File: src/rtl/ram_arbiter_pkg.sv
// Shared types and constants for the two-requester byte/halfword RAM arbiter.
package ram_arbiter_pkg;

  typedef enum logic [1:0] {
    ST_IDLE   = 2'd0,
    ST_ACCESS = 2'd1,
    ST_RESP   = 2'd2
  } state_t;

  typedef logic req_idx_t;

  localparam logic [15:0] RAM_TOP = 16'h4000;

  // First byte address of a RAM of 2^addrbits bytes that ends just below RAM_TOP.
  function automatic logic [15:0] ram_base(input int addrbits);
    logic [31:0] size;
    size = 32'd1 << addrbits;
    return RAM_TOP - size[15:0];
  endfunction

endpackage

File: src/rtl/ram_arbiter_if.sv
// One requester port of the RAM arbiter.
// Handshake: the master raises req with addr/we/wide/wdata stable and holds it until
// ack pulses for one cycle; err and rdata are valid in that cycle, then req must drop.
interface ram_arbiter_if;
  logic        req;
  logic [14:0] addr;
  logic        we;
  logic        wide;
  logic [15:0] wdata;
  logic        ack;
  logic        err;
  logic [15:0] rdata;

  modport master (output req, addr, we, wide, wdata, input ack, err, rdata);
  modport slave  (input req, addr, we, wide, wdata, output ack, err, rdata);
endinterface

File: src/rtl/ram_lane_map.sv
// Combinational mapping of one byte/halfword access onto the even/odd byte banks,
// including window check, write steering and big-endian read reassembly.
module ram_lane_map
  import ram_arbiter_pkg::*;
#(
  parameter int ADDRBITS = 10
) (
  input  logic [14:0] addr_i,
  input  logic        wide_i,
  input  logic        we_i,
  input  logic [15:0] wdata_i,
  input  logic [7:0]  rd_even_i,
  input  logic [7:0]  rd_odd_i,
  output logic        valid_o,
  output logic [14:0] addr_even_o,
  output logic [14:0] addr_odd_o,
  output logic [7:0]  wd_even_o,
  output logic [7:0]  wd_odd_o,
  output logic        we_even_o,
  output logic        we_odd_o,
  output logic [15:0] rdata_o
);

  localparam logic [15:0] RAM_BASE = ram_base(ADDRBITS);

  logic [15:0] first16;
  logic [15:0] last16;
  logic [14:0] addr_next;
  logic        odd;

  always_comb begin
    // 16-bit compare so a wide access at the last byte cannot wrap into range.
    first16   = {1'b0, addr_i};
    last16    = first16 + {15'd0, wide_i};
    valid_o   = (first16 >= RAM_BASE) && (last16 < RAM_TOP);
    odd       = addr_i[0];
    addr_next = addr_i + 15'd1;

    // Each bank sees the byte address of the byte it holds; the RAM uses bits [ADDRBITS-1:1].
    addr_even_o = odd ? addr_next : addr_i;
    addr_odd_o  = odd ? addr_i : addr_next;

    wd_even_o = (wide_i && !odd) ? wdata_i[15:8] : wdata_i[7:0];
    wd_odd_o  = (wide_i && odd)  ? wdata_i[15:8] : wdata_i[7:0];
    we_even_o = we_i && valid_o && (wide_i || !odd);
    we_odd_o  = we_i && valid_o && (wide_i || odd);

    if (!wide_i)  rdata_o = {8'h00, odd ? rd_odd_i : rd_even_i};
    else if (odd) rdata_o = {rd_odd_i, rd_even_i};
    else          rdata_o = {rd_even_i, rd_odd_i};
  end

endmodule

File: src/rtl/ram_arbiter.sv
// Round-robin arbiter granting two requesters access to a two-bank byte RAM,
// one access per IDLE -> ACCESS -> RESP sequence.
module ram_arbiter
  import ram_arbiter_pkg::*;
#(
  parameter int ADDRBITS = 10
) (
  input  logic          clk,
  input  logic          reset,
  ram_arbiter_if.slave  m0,
  ram_arbiter_if.slave  m1,
  output logic [14:0]   dread_addr_even,
  output logic [14:0]   dread_addr_odd,
  input  logic [7:0]    dread_data_even,
  input  logic [7:0]    dread_data_odd,
  output logic [14:0]   dwrite_addr_even,
  output logic [14:0]   dwrite_addr_odd,
  output logic [7:0]    dwrite_data_even,
  output logic [7:0]    dwrite_data_odd,
  output logic          dwrite_en_even,
  output logic          dwrite_en_odd,
  output state_t        state_o
);

  state_t      state_q, state_d;
  req_idx_t    last_q, last_d, gnt_q, gnt_d;
  logic [14:0] addr_q, addr_d;
  logic        we_q, we_d, wide_q, wide_d;
  logic [15:0] wdata_q, wdata_d;
  logic [1:0]  err_q, err_d;
  logic [15:0] rdata0_q, rdata0_d, rdata1_q, rdata1_d;

  logic        map_valid, map_we_even, map_we_odd;
  logic [14:0] map_addr_even, map_addr_odd;
  logic [7:0]  map_wd_even, map_wd_odd;
  logic [15:0] map_rdata, resp_data;
  logic        in_access;

  ram_lane_map #(.ADDRBITS(ADDRBITS)) u_map (
    .addr_i      (addr_q),
    .wide_i      (wide_q),
    .we_i        (we_q),
    .wdata_i     (wdata_q),
    .rd_even_i   (dread_data_even),
    .rd_odd_i    (dread_data_odd),
    .valid_o     (map_valid),
    .addr_even_o (map_addr_even),
    .addr_odd_o  (map_addr_odd),
    .wd_even_o   (map_wd_even),
    .wd_odd_o    (map_wd_odd),
    .we_even_o   (map_we_even),
    .we_odd_o    (map_we_odd),
    .rdata_o     (map_rdata)
  );

  assign resp_data = (map_valid && !we_q) ? map_rdata : 16'h0000;

  always_comb begin
    state_d  = state_q;
    last_d   = last_q;
    gnt_d    = gnt_q;
    addr_d   = addr_q;
    we_d     = we_q;
    wide_d   = wide_q;
    wdata_d  = wdata_q;
    err_d    = err_q;
    rdata0_d = rdata0_q;
    rdata1_d = rdata1_q;
    unique case (state_q)
      ST_IDLE: begin
        if (m0.req || m1.req) begin
          // On a tie the requester not served last wins.
          gnt_d   = (m0.req && m1.req) ? ~last_q : m1.req;
          last_d  = gnt_d;
          addr_d  = gnt_d ? m1.addr  : m0.addr;
          we_d    = gnt_d ? m1.we    : m0.we;
          wide_d  = gnt_d ? m1.wide  : m0.wide;
          wdata_d = gnt_d ? m1.wdata : m0.wdata;
          state_d = ST_ACCESS;
        end
      end
      ST_ACCESS: begin
        err_d[gnt_q] = ~map_valid;
        state_d      = ST_RESP;
      end
      ST_RESP: begin
        if (gnt_q) rdata1_d = resp_data;
        else       rdata0_d = resp_data;
        state_d = ST_IDLE;
      end
      default: state_d = ST_IDLE;
    endcase
  end

  always_ff @(posedge clk or posedge reset) begin
    if (reset) begin
      state_q  <= ST_IDLE;
      last_q   <= 1'b1;
      gnt_q    <= 1'b0;
      addr_q   <= '0;
      we_q     <= 1'b0;
      wide_q   <= 1'b0;
      wdata_q  <= '0;
      err_q    <= '0;
      rdata0_q <= '0;
      rdata1_q <= '0;
    end else begin
      state_q  <= state_d;
      last_q   <= last_d;
      gnt_q    <= gnt_d;
      addr_q   <= addr_d;
      we_q     <= we_d;
      wide_q   <= wide_d;
      wdata_q  <= wdata_d;
      err_q    <= err_d;
      rdata0_q <= rdata0_d;
      rdata1_q <= rdata1_d;
    end
  end

  // RAM ports are only driven during ACCESS; the read data arrives in RESP.
  assign in_access        = (state_q == ST_ACCESS);
  assign dread_addr_even  = in_access ? map_addr_even : 15'd0;
  assign dread_addr_odd   = in_access ? map_addr_odd  : 15'd0;
  assign dwrite_addr_even = in_access ? map_addr_even : 15'd0;
  assign dwrite_addr_odd  = in_access ? map_addr_odd  : 15'd0;
  assign dwrite_data_even = in_access ? map_wd_even   : 8'd0;
  assign dwrite_data_odd  = in_access ? map_wd_odd    : 8'd0;
  assign dwrite_en_even   = in_access && map_we_even;
  assign dwrite_en_odd    = in_access && map_we_odd;

  assign m0.ack   = (state_q == ST_RESP) && (gnt_q == 1'b0);
  assign m1.ack   = (state_q == ST_RESP) && (gnt_q == 1'b1);
  assign m0.err   = err_q[0];
  assign m1.err   = err_q[1];
  assign m0.rdata = m0.ack ? resp_data : rdata0_q;
  assign m1.rdata = m1.ack ? resp_data : rdata1_q;
  assign state_o  = state_q;

endmodule

File: src/flat_wrapper.sv
// flat-port wrapper written by rule: the top's interface ports become plain ports
module ram_arbiter_flat import ram_arbiter_pkg::*;
#(
  parameter int ADDRBITS = 10
)
  (clk, reset, dread_addr_even, dread_addr_odd, dread_data_even, dread_data_odd, dwrite_addr_even, dwrite_addr_odd, dwrite_data_even, dwrite_data_odd, dwrite_en_even, dwrite_en_odd, state_o, m0_req, m0_addr, m0_we, m0_wide, m0_wdata, m0_ack, m0_err, m0_rdata, m1_req, m1_addr, m1_we, m1_wide, m1_wdata, m1_ack, m1_err, m1_rdata);
  ram_arbiter_if m0_i ();
  ram_arbiter_if m1_i ();
  input  logic clk;
  input  logic reset;
  output logic [14:0] dread_addr_even;
  output logic [14:0] dread_addr_odd;
  input  logic [7:0] dread_data_even;
  input  logic [7:0] dread_data_odd;
  output logic [14:0] dwrite_addr_even;
  output logic [14:0] dwrite_addr_odd;
  output logic [7:0] dwrite_data_even;
  output logic [7:0] dwrite_data_odd;
  output logic dwrite_en_even;
  output logic dwrite_en_odd;
  output state_t state_o;
  input wire logic [$bits(m0_i.req)-1:0] m0_req;
  input wire logic [$bits(m0_i.addr)-1:0] m0_addr;
  input wire logic [$bits(m0_i.we)-1:0] m0_we;
  input wire logic [$bits(m0_i.wide)-1:0] m0_wide;
  input wire logic [$bits(m0_i.wdata)-1:0] m0_wdata;
  output wire logic [$bits(m0_i.ack)-1:0] m0_ack;
  output wire logic [$bits(m0_i.err)-1:0] m0_err;
  output wire logic [$bits(m0_i.rdata)-1:0] m0_rdata;
  input wire logic [$bits(m1_i.req)-1:0] m1_req;
  input wire logic [$bits(m1_i.addr)-1:0] m1_addr;
  input wire logic [$bits(m1_i.we)-1:0] m1_we;
  input wire logic [$bits(m1_i.wide)-1:0] m1_wide;
  input wire logic [$bits(m1_i.wdata)-1:0] m1_wdata;
  output wire logic [$bits(m1_i.ack)-1:0] m1_ack;
  output wire logic [$bits(m1_i.err)-1:0] m1_err;
  output wire logic [$bits(m1_i.rdata)-1:0] m1_rdata;
  assign m0_i.req = m0_req;
  assign m0_i.addr = m0_addr;
  assign m0_i.we = m0_we;
  assign m0_i.wide = m0_wide;
  assign m0_i.wdata = m0_wdata;
  assign m0_ack = m0_i.ack;
  assign m0_err = m0_i.err;
  assign m0_rdata = m0_i.rdata;
  assign m1_i.req = m1_req;
  assign m1_i.addr = m1_addr;
  assign m1_i.we = m1_we;
  assign m1_i.wide = m1_wide;
  assign m1_i.wdata = m1_wdata;
  assign m1_ack = m1_i.ack;
  assign m1_err = m1_i.err;
  assign m1_rdata = m1_i.rdata;
  ram_arbiter #(.ADDRBITS(ADDRBITS)) u_core (.clk(clk), .reset(reset), .m0(m0_i), .m1(m1_i), .dread_addr_even(dread_addr_even), .dread_addr_odd(dread_addr_odd), .dread_data_even(dread_data_even), .dread_data_odd(dread_data_odd), .dwrite_addr_even(dwrite_addr_even), .dwrite_addr_odd(dwrite_addr_odd), .dwrite_data_even(dwrite_data_even), .dwrite_data_odd(dwrite_data_odd), .dwrite_en_even(dwrite_en_even), .dwrite_en_odd(dwrite_en_odd), .state_o(state_o));
endmodule
File: config.mk
export PLATFORM = sky130hd
export DESIGN_NAME = ram_arbiter_flat
export DESIGN_NICKNAME = d
export VERILOG_FILES = /design/src/rtl/ram_arbiter_pkg.sv /design/src/rtl/ram_arbiter_if.sv /design/src/rtl/ram_lane_map.sv /design/src/rtl/ram_arbiter.sv /design/src/flat_wrapper.sv
export SDC_FILE = /design/constraint.sdc
export NUM_CORES = 1
export LEC_CHECK = 0
export CORE_MARGIN = 2
export CORE_UTILIZATION = 38
export CTS_CLUSTER_SIZE = 24
export DETAILED_ROUTE_END_ITERATION = 8
export PLACE_DENSITY_LB_ADDON = 0.05
export SYNTH_ARGS = -nofsm -noshare
export SYNTH_HDL_FRONTEND = slang
export SYNTH_SLANG_ARGS = --single-unit
File: constraint.sdc
create_clock -name clk -period 2.4 [get_ports clk]
set_input_delay 0.48 -clock clk [delete_from_list [all_inputs] [get_ports clk]]
set_output_delay 0.48 -clock clk [all_outputs]
set_load 0.01 [all_outputs]
==> impl_metrics.toml, run 1 <==
[outcome]
status = "complete, but fails checks"
violations = "setup timing"

[logic_synthesis]
yosysTopAreaCell = "dfrtp_1"
ys_ff_latch = 71
syn_avg_cell_area_um2 = 8.553
ys_top_cells_by_area = "dfrtp_1 41%, nand2_1 11%, mux2i_1 10%, o21ai_0 8.2%, buf_4 5.7%"
ys_seq_area_share_pct = 42.08
netlist_area_um2 = 4225
yosys_warnings = 0
synth_top_area_share_pct = 41.46
netlist_instances = 494
synth_cell_types = 39

[route]
remaining_drc_errors = 0
drtPass1Iterations = 4
via_per_inst = 4.956
final_antenna_net_count = 0
wl_per_cell_um = 16.96
vias = 4540
drt-total-wl_mm = 15.54
drt_iter0_markers = 214

[final_layout]
final_nets = 860
area_growth_pct = 85.73
drive_gt1_share_pct = 41.75
final_cell_area_um2 = 7848
antennaDiodeCount = 0
nFillCells = 816
layout.cells.non_filler = 916

[floorplan]
die_area_um2 = 11980
core_um2 = 10840
initial_utilization_pct = 38.98
fp.dieW_um = 109.4
top_level_ports = 202
die_h_um = 109.4
fp-row-count = 38

[critical_path]
end_kind = "output pin"
cp-startpoint = "u_core.addr_q[0]$_DFFE_PP0P_"
reg2reg_slack_ns = 0.32
rr_endpoint = "u_core.rdata0_q[2]$_DFFE_PP0P_"
reg2reg_depth = 10
crit_type = "reg -> out"
arrival_ns = 2.09
crit_required_ns = 1.92
path_max_fanout = 5
startpoint_type = "flop"
critPathCapture = "m0_rdata[1]"
r2r_start = "u_core.addr_q[0]$_DFFE_PP0P_"

[global_route]
grt_usage_pct = 23.82
antenna_found_initial = 0
grt_pass1_vias = 4448
grtUsageMet2_pct = 42.20
grt_pass1_wl_mm = 21.91
met3_usage_pct = 4.801
overflow = 0
grt_max_degree = 72
top_usage_layer = "met2"
met1_usage_pct = 27.94

[min_path]
hold_path.class = "reg -> reg"

[timing]
tns_ns = -3.189
rsz0062_at_grt = "true"
fin_crit_sh_pct = 107.0
clock-skew-final_ns = 0.007067
period_needed_ns = 2.569
slew_viol_final = 0
fin_hold_ws_ns = 0.4778
fin_ws_ns = -0.1685
max_freq_mhz = 389.3
hold_violations = 0
setup_viol = 31

[clocking]
clockBufferDepth = 2
cts_tree = "built"
cts_hold_buf = 0
clkLatencyLatePin_ns = 0.35
h-tree-depth = 3
ctsRootBufferMaster = "clkbuf_8"
clock-sinks = 71
numCtsBuffers = 9
clkTransAtPathRegs_ns = 0.08

[placed_design]
dpl_cell_area_um2 = 6588
gp_congestion = 0.8534
io_buffer_count = 199
post-dp-hpwl_mm = 9.922
place_inst = 836

[pwr]
p_sw_mw = 3.587
combPwrFrac_pct = 63.2
power_frac_clock_pct = 13.2
seq_power_share_pct = 23.6
p_leak_nw = 3.832
power_density_nw_per_um2 = 1086
ir_drop_mv = 0.5987
swShare_pct = 42.10
power.total_mw = 8.520
intPower_mw = 4.933

[flow_run]
max_cap_violations = 0
[timing repair]
action | in CTS | in global routing
buffers inserted | 40 | 24
pin swaps | 27 | 30
cloned | 0 | 0
resized for setup | 346 | 176
setup endpoints to repair | 107 | 72
[placed cells by master (no fill, tap or decap), types with 25 or more instances in the layout]
cell type and n:
dlygate4sd2_1 25, buf_2 26, clkdlybuf4s50_1 89, clkbuf_2 30, mux2i_1 33, buf_4 97
nand2_1 112, dfrtp_1 68, buf_6 43, o21ai_0 37
[power by group through the flow]
stage          clock [mW]  sequential [mW]  combinational [mW]
2_1_floorplan           0             1.95                2.28
3_3_place_gp            0             1.94                4.46
3_5_place_dp            0             1.96                4.52
4_1_cts              1.14             1.97                4.93
5_1_grt              1.20             2.06                5.79
6_report             1.13             2.01                5.38
[critical path: stages, from the launching register on]
cell and delay (ns):
dfrtp_2 0.47, buf_6 0.13, nand2_4 0.04, or4_4 0.52, buf_6 0.16, nand2_8 0.08
buf_8 0.14, o21ai_4 0.07, buf_6 0.13
[state kept, by name, indices dropped and copies added (netlist names), 2 cells and up]
signal           count
u_core.err_q         2
u_core.state_o       2
u_core.rdata0_q     16
u_core.wdata_q      16
u_core.addr_q       15
u_core.rdata1_q     16
[metal layers]
layer  up-vias  routed length, um  part of all wire [%]
li1       2176                  -                     -
met1      2175               6274                    40
met2       162               7956                    51
met3        27                986                   6.3
met4         0                318                   2.0
met5         -                  0                     0
[kinds of logic (layout without fill, tap and decap cells)]
logic type                 Yosys count  in the layout  share of synthesized area, %
buffers and inverters               73            354                         9.624
AOI/OAI and AO/OA                   95             95                         11.49
muxes                               54             54                         13.12
other                                1              2                       0.08875
xor gates and xnor gates            13             13                         2.695
DFF                                 71             71                         42.08
and+or+nand+nor                    184            184                         20.02
adders and majority gates            3              3                        0.8885
[final cells by class]
| type | count | area [um2] | share of cell area, % |
|---|---|---|---|
| repair buffers | 328 | 2882 | 36.72 |
| clock inverters | 5 | 78.83 | 1.004 |
| clock buffers | 11 | 151.4 | 1.929 |
| well taps | 140 | 175.2 | 2.232 |
| multi-input cells | 351 | 2743 | 34.95 |
| inverters | 10 | 37.54 | 0.4783 |
| flip-flops and latches | 71 | 1780 | 22.69 |
[metrics by stage]
step           util, %  setup WS, ns
2_1_floorplan        -        0.1251
3_3_place_gp     60.77       -0.1997
3_5_place_dp     60.77       -0.2645
4_1_cts          68.32       -0.2211
5_1_grt          72.39       -0.2328
6_report         72.39       -0.1685
[synthesized netlist by cell type (all sizes together)]
cell / number
ha: 3
a21oi: 22
nand2b: 5
or3: 5
xor2: 4
or2: 1
nor3: 6
nor4: 8
nor2: 19
buf: 41
nand3b: 1
inv: 10
or3b: 1
dfrtp: 70
xnor2: 9
a21boi: 1
or4: 1
mux2: 11
o21ai: 70
conb: 1
nand4: 4
dfstp: 1
mux2i: 43
and4: 1
and2: 9
clkbuf: 22
nor3b: 1
nand3: 1
o2111a: 1
nor2b: 1
a31oi: 1
nand2: 120
[how the worst min path moves through the flow]
stage / from / end / slack, ns / cells past startpoint
2_1_floorplan: u_core.wdata_q[0]$_DFFE_PP0P_ / u_core.wdata_q[0]$_DFFE_PP0P_ / 0.47 / 2
3_3_place_gp: u_core.rdata1_q[3]$_DFFE_PP0P_ / u_core.rdata1_q[3]$_DFFE_PP0P_ / 0.47 / 2
3_5_place_dp: u_core.rdata1_q[7]$_DFFE_PP0P_ / u_core.rdata1_q[7]$_DFFE_PP0P_ / 0.48 / 2
4_1_cts: u_core.rdata0_q[4]$_DFFE_PP0P_ / u_core.rdata0_q[4]$_DFFE_PP0P_ / 0.47 / 2
5_1_grt: u_core.rdata0_q[9]$_DFFE_PP0P_ / u_core.rdata0_q[9]$_DFFE_PP0P_ / 0.50 / 2
6_report: u_core.rdata0_q[8]$_DFFE_PP0P_ / u_core.rdata0_q[8]$_DFFE_PP0P_ / 0.48 / 2
(Power assumes the default switching activity.)
==> inputs of run 2 (changes only) <==
--- a/config.mk
+++ b/config.mk
@@ -5,7 +5,6 @@
 export SDC_FILE = /design/constraint.sdc
 export NUM_CORES = 1
 export LEC_CHECK = 0
-export CORE_MARGIN = 2
 export CORE_UTILIZATION = 38
 export CTS_CLUSTER_SIZE = 24
 export DETAILED_ROUTE_END_ITERATION = 8
==> run 2 against run 1 <==
Clock power shrank 21%. Critical endpoint is now m0_rdata[13]. The run still ends with setup timing left. Sequential power is essentially flat. Setup slack gained 0.053 ns. Clock-buffer cell count is the same. Global-route usage grew 0.58 points.
==> impl_metrics.toml, run 2 (same netlist as run 1, synthesis figures left out) <==
[timing]
period_needed_ns = 2.516
clock-skew-final_ns = 0.008860
slew_viol_final = 0
hold_violations = 0
fin_crit_sh_pct = 104.8
fin_ws_ns = -0.1155
rsz0062_at_grt = "true"
setup_viol = 37
max_freq_mhz = 397.5
tns_ns = -2.242

[global_route]
grt_max_degree = 72
grt_pass1_wl_mm = 21.87
grt_pass1_vias = 4508
grt_usage_pct = 24.40
antenna_found_initial = 0
overflow = 0

[pwr]
p_leak_nw = 3.725
ir_drop_mv = 0.5210
power_density_nw_per_um2 = 1039
power.total_mw = 8.073

[floorplan]
initial_utilization_pct = 38.98
fp.dieW_um = 107.4
core_um2 = 10840
fp-row-count = 38
top_level_ports = 202
die_area_um2 = 11540
die_h_um = 107.4

[min_path]
hold_end = "u_core.rdata1_q[0]$_DFFE_PP0P_"
hold_path.class = "reg -> reg"
holdCritStartpoint = "u_core.rdata1_q[0]$_DFFE_PP0P_"
min_path_cells = 2

[critical_path]
reg2reg_slack_ns = 0.14
critPathMostFrequentCell = "buf_6"
path_depth = 8
reg2reg_depth = 12
crit_chain = "nand4_2 > buf_12 > or3_4 > buf_4 > nand2_8 > buf_6 > o21ai_4 > buf_6"
crit_slowest_cell = "dfrtp_1"
arrival_ns = 2.04
startpoint_type = "flop"
path_delay_family = "simple AND/OR/NAND/NOR gates"
end_kind = "output pin"
path_max_fanout = 7
cpPeakStageDelay_ns = 0.39
cp-startpoint = "u_core.addr_q[5]$_DFFE_PP0P_"
crit_required_ns = 1.92
r2r_start = "u_core.addr_q[5]$_DFFE_PP0P_"
rr_endpoint = "u_core.rdata0_q[9]$_DFFE_PP0P_"
critPathBufInv = 4
crit_type = "reg -> out"

[route]
remaining_drc_errors = 0
drt-total-wl_mm = 14.78
wl_per_cell_um = 16.26
vias = 4529
drtPass1Iterations = 4
via_per_inst = 4.982
drt_iter0_markers = 202
final_antenna_net_count = 0

[final_layout]
top_regs = "u_core.rdata0_q: 16 flops, u_core.rdata1_q: 16 flops, u_core.wdata_q: 16 flops"
final_cell_area_um2 = 7766
drive_gt1_share_pct = 39.92
final_nets = 853
area_growth_pct = 83.80
final_cell_mix = "113 x nand2_1, 92 x clkdlybuf4s50_1, 90 x buf_4, 68 x dfrtp_1, 46 x buf_6"
layout_commonest_cell = "nand2_1"
antennaDiodeCount = 0

[placed_design]
post-dp-hpwl_mm = 9.934
io_buffer_count = 199
dpl_cell_area_um2 = 6625
gp_congestion = 0.8422
place_ws_ns = -0.2068

[clocking]
cts_hold_buf = 0
numCtsBuffers = 9
clkLatencyLatePin_ns = 0.35
clockBufferDepth = 2
clkTransAtPathRegs_ns = 0.08
ctsRootBufferMaster = "clkbuf_8"
clock-sinks = 71
h-tree-depth = 3
cts_tree = "built"

[outcome]
violations = "setup timing"
status = "complete, but fails checks"

[flow_run]
max_cap_violations = 0
[run 2: how the worst max path moves through the flow]
stage / to / slack, ns
3_3_place_gp: dread_addr_odd[4] / -0.16
2_1_floorplan: u_core.addr_q[0]$_DFFE_PP0P_ / 0.13
4_1_cts: m0_rdata[15] / -0.23
6_report: m0_rdata[13] / -0.12
3_5_place_dp: m0_rdata[15] / -0.21
5_1_grt: m0_rdata[15] / -0.23
[run 2: layer usage]
layer | share of wire (%) | wire, um | vias to the layer above | global-route usage (%)
li1 | - | - | 2169 | -
met1 | 41 | 6095 | 2164 | 29.13
met2 | 51 | 7538 | 174 | 43.46
met3 | 5.7 | 839 | 22 | 3.753
met4 | 2.1 | 310 | 0 | 10.27
met5 | 0 | 0 | - | 0
[run 2: area by class of cell]
type	count	area, um2
Tap cell	140	175.2
Clock buffer	11	151.4
Multi-Input combinational cell	351	2738
Sequential cell	71	1780
Inverter	10	37.54
Timing Repair Buffer	321	2851
Clock inverter	5	32.53
Fill cell	838	3074
[run 2: worst register-to-register path: stages, from the launching register on]
cell	delay, ns
dfrtp_1	0.39
nand4_2	0.15
buf_12	0.16
or3_4	0.39
buf_4	0.17
nand2_8	0.10
buf_6	0.13
o21ai_4	0.07
buf_4	0.13
buf_4	0.12
buf_4	0.12
buf_4	0.12
buf_4	0.12
[run 2: repair_timing]
item | 4_1_cts | 5_1_grt
hold endpoints to repair | 0 | 0
buffers inserted | 35 | 18
resized for setup | 419 | 119
endpoints found under the setup margin | 107 | 75
pin swaps | 33 | 48
[run 2: stage by stage]
step	hold WS [ns]	cells	utilization, %
after floorplan	0.4710	495	-
after global placement	0.4729	841	61.11
after detailed placement	0.4807	841	61.11
after CTS	0.4672	892	65.82
after global routing	0.4808	909	71.64
final	0.4670	909	71.64
[run 2: power breakdown]
part / leakage (nW) / internal (mW) / switching, mW
logic: 2.73 / 2.49 / 2.70
clock network: 0.0873 / 0.428 / 0.470
registers: 0.908 / 1.65 / 0.332
total: 3.72 / 4.57 / 3.51
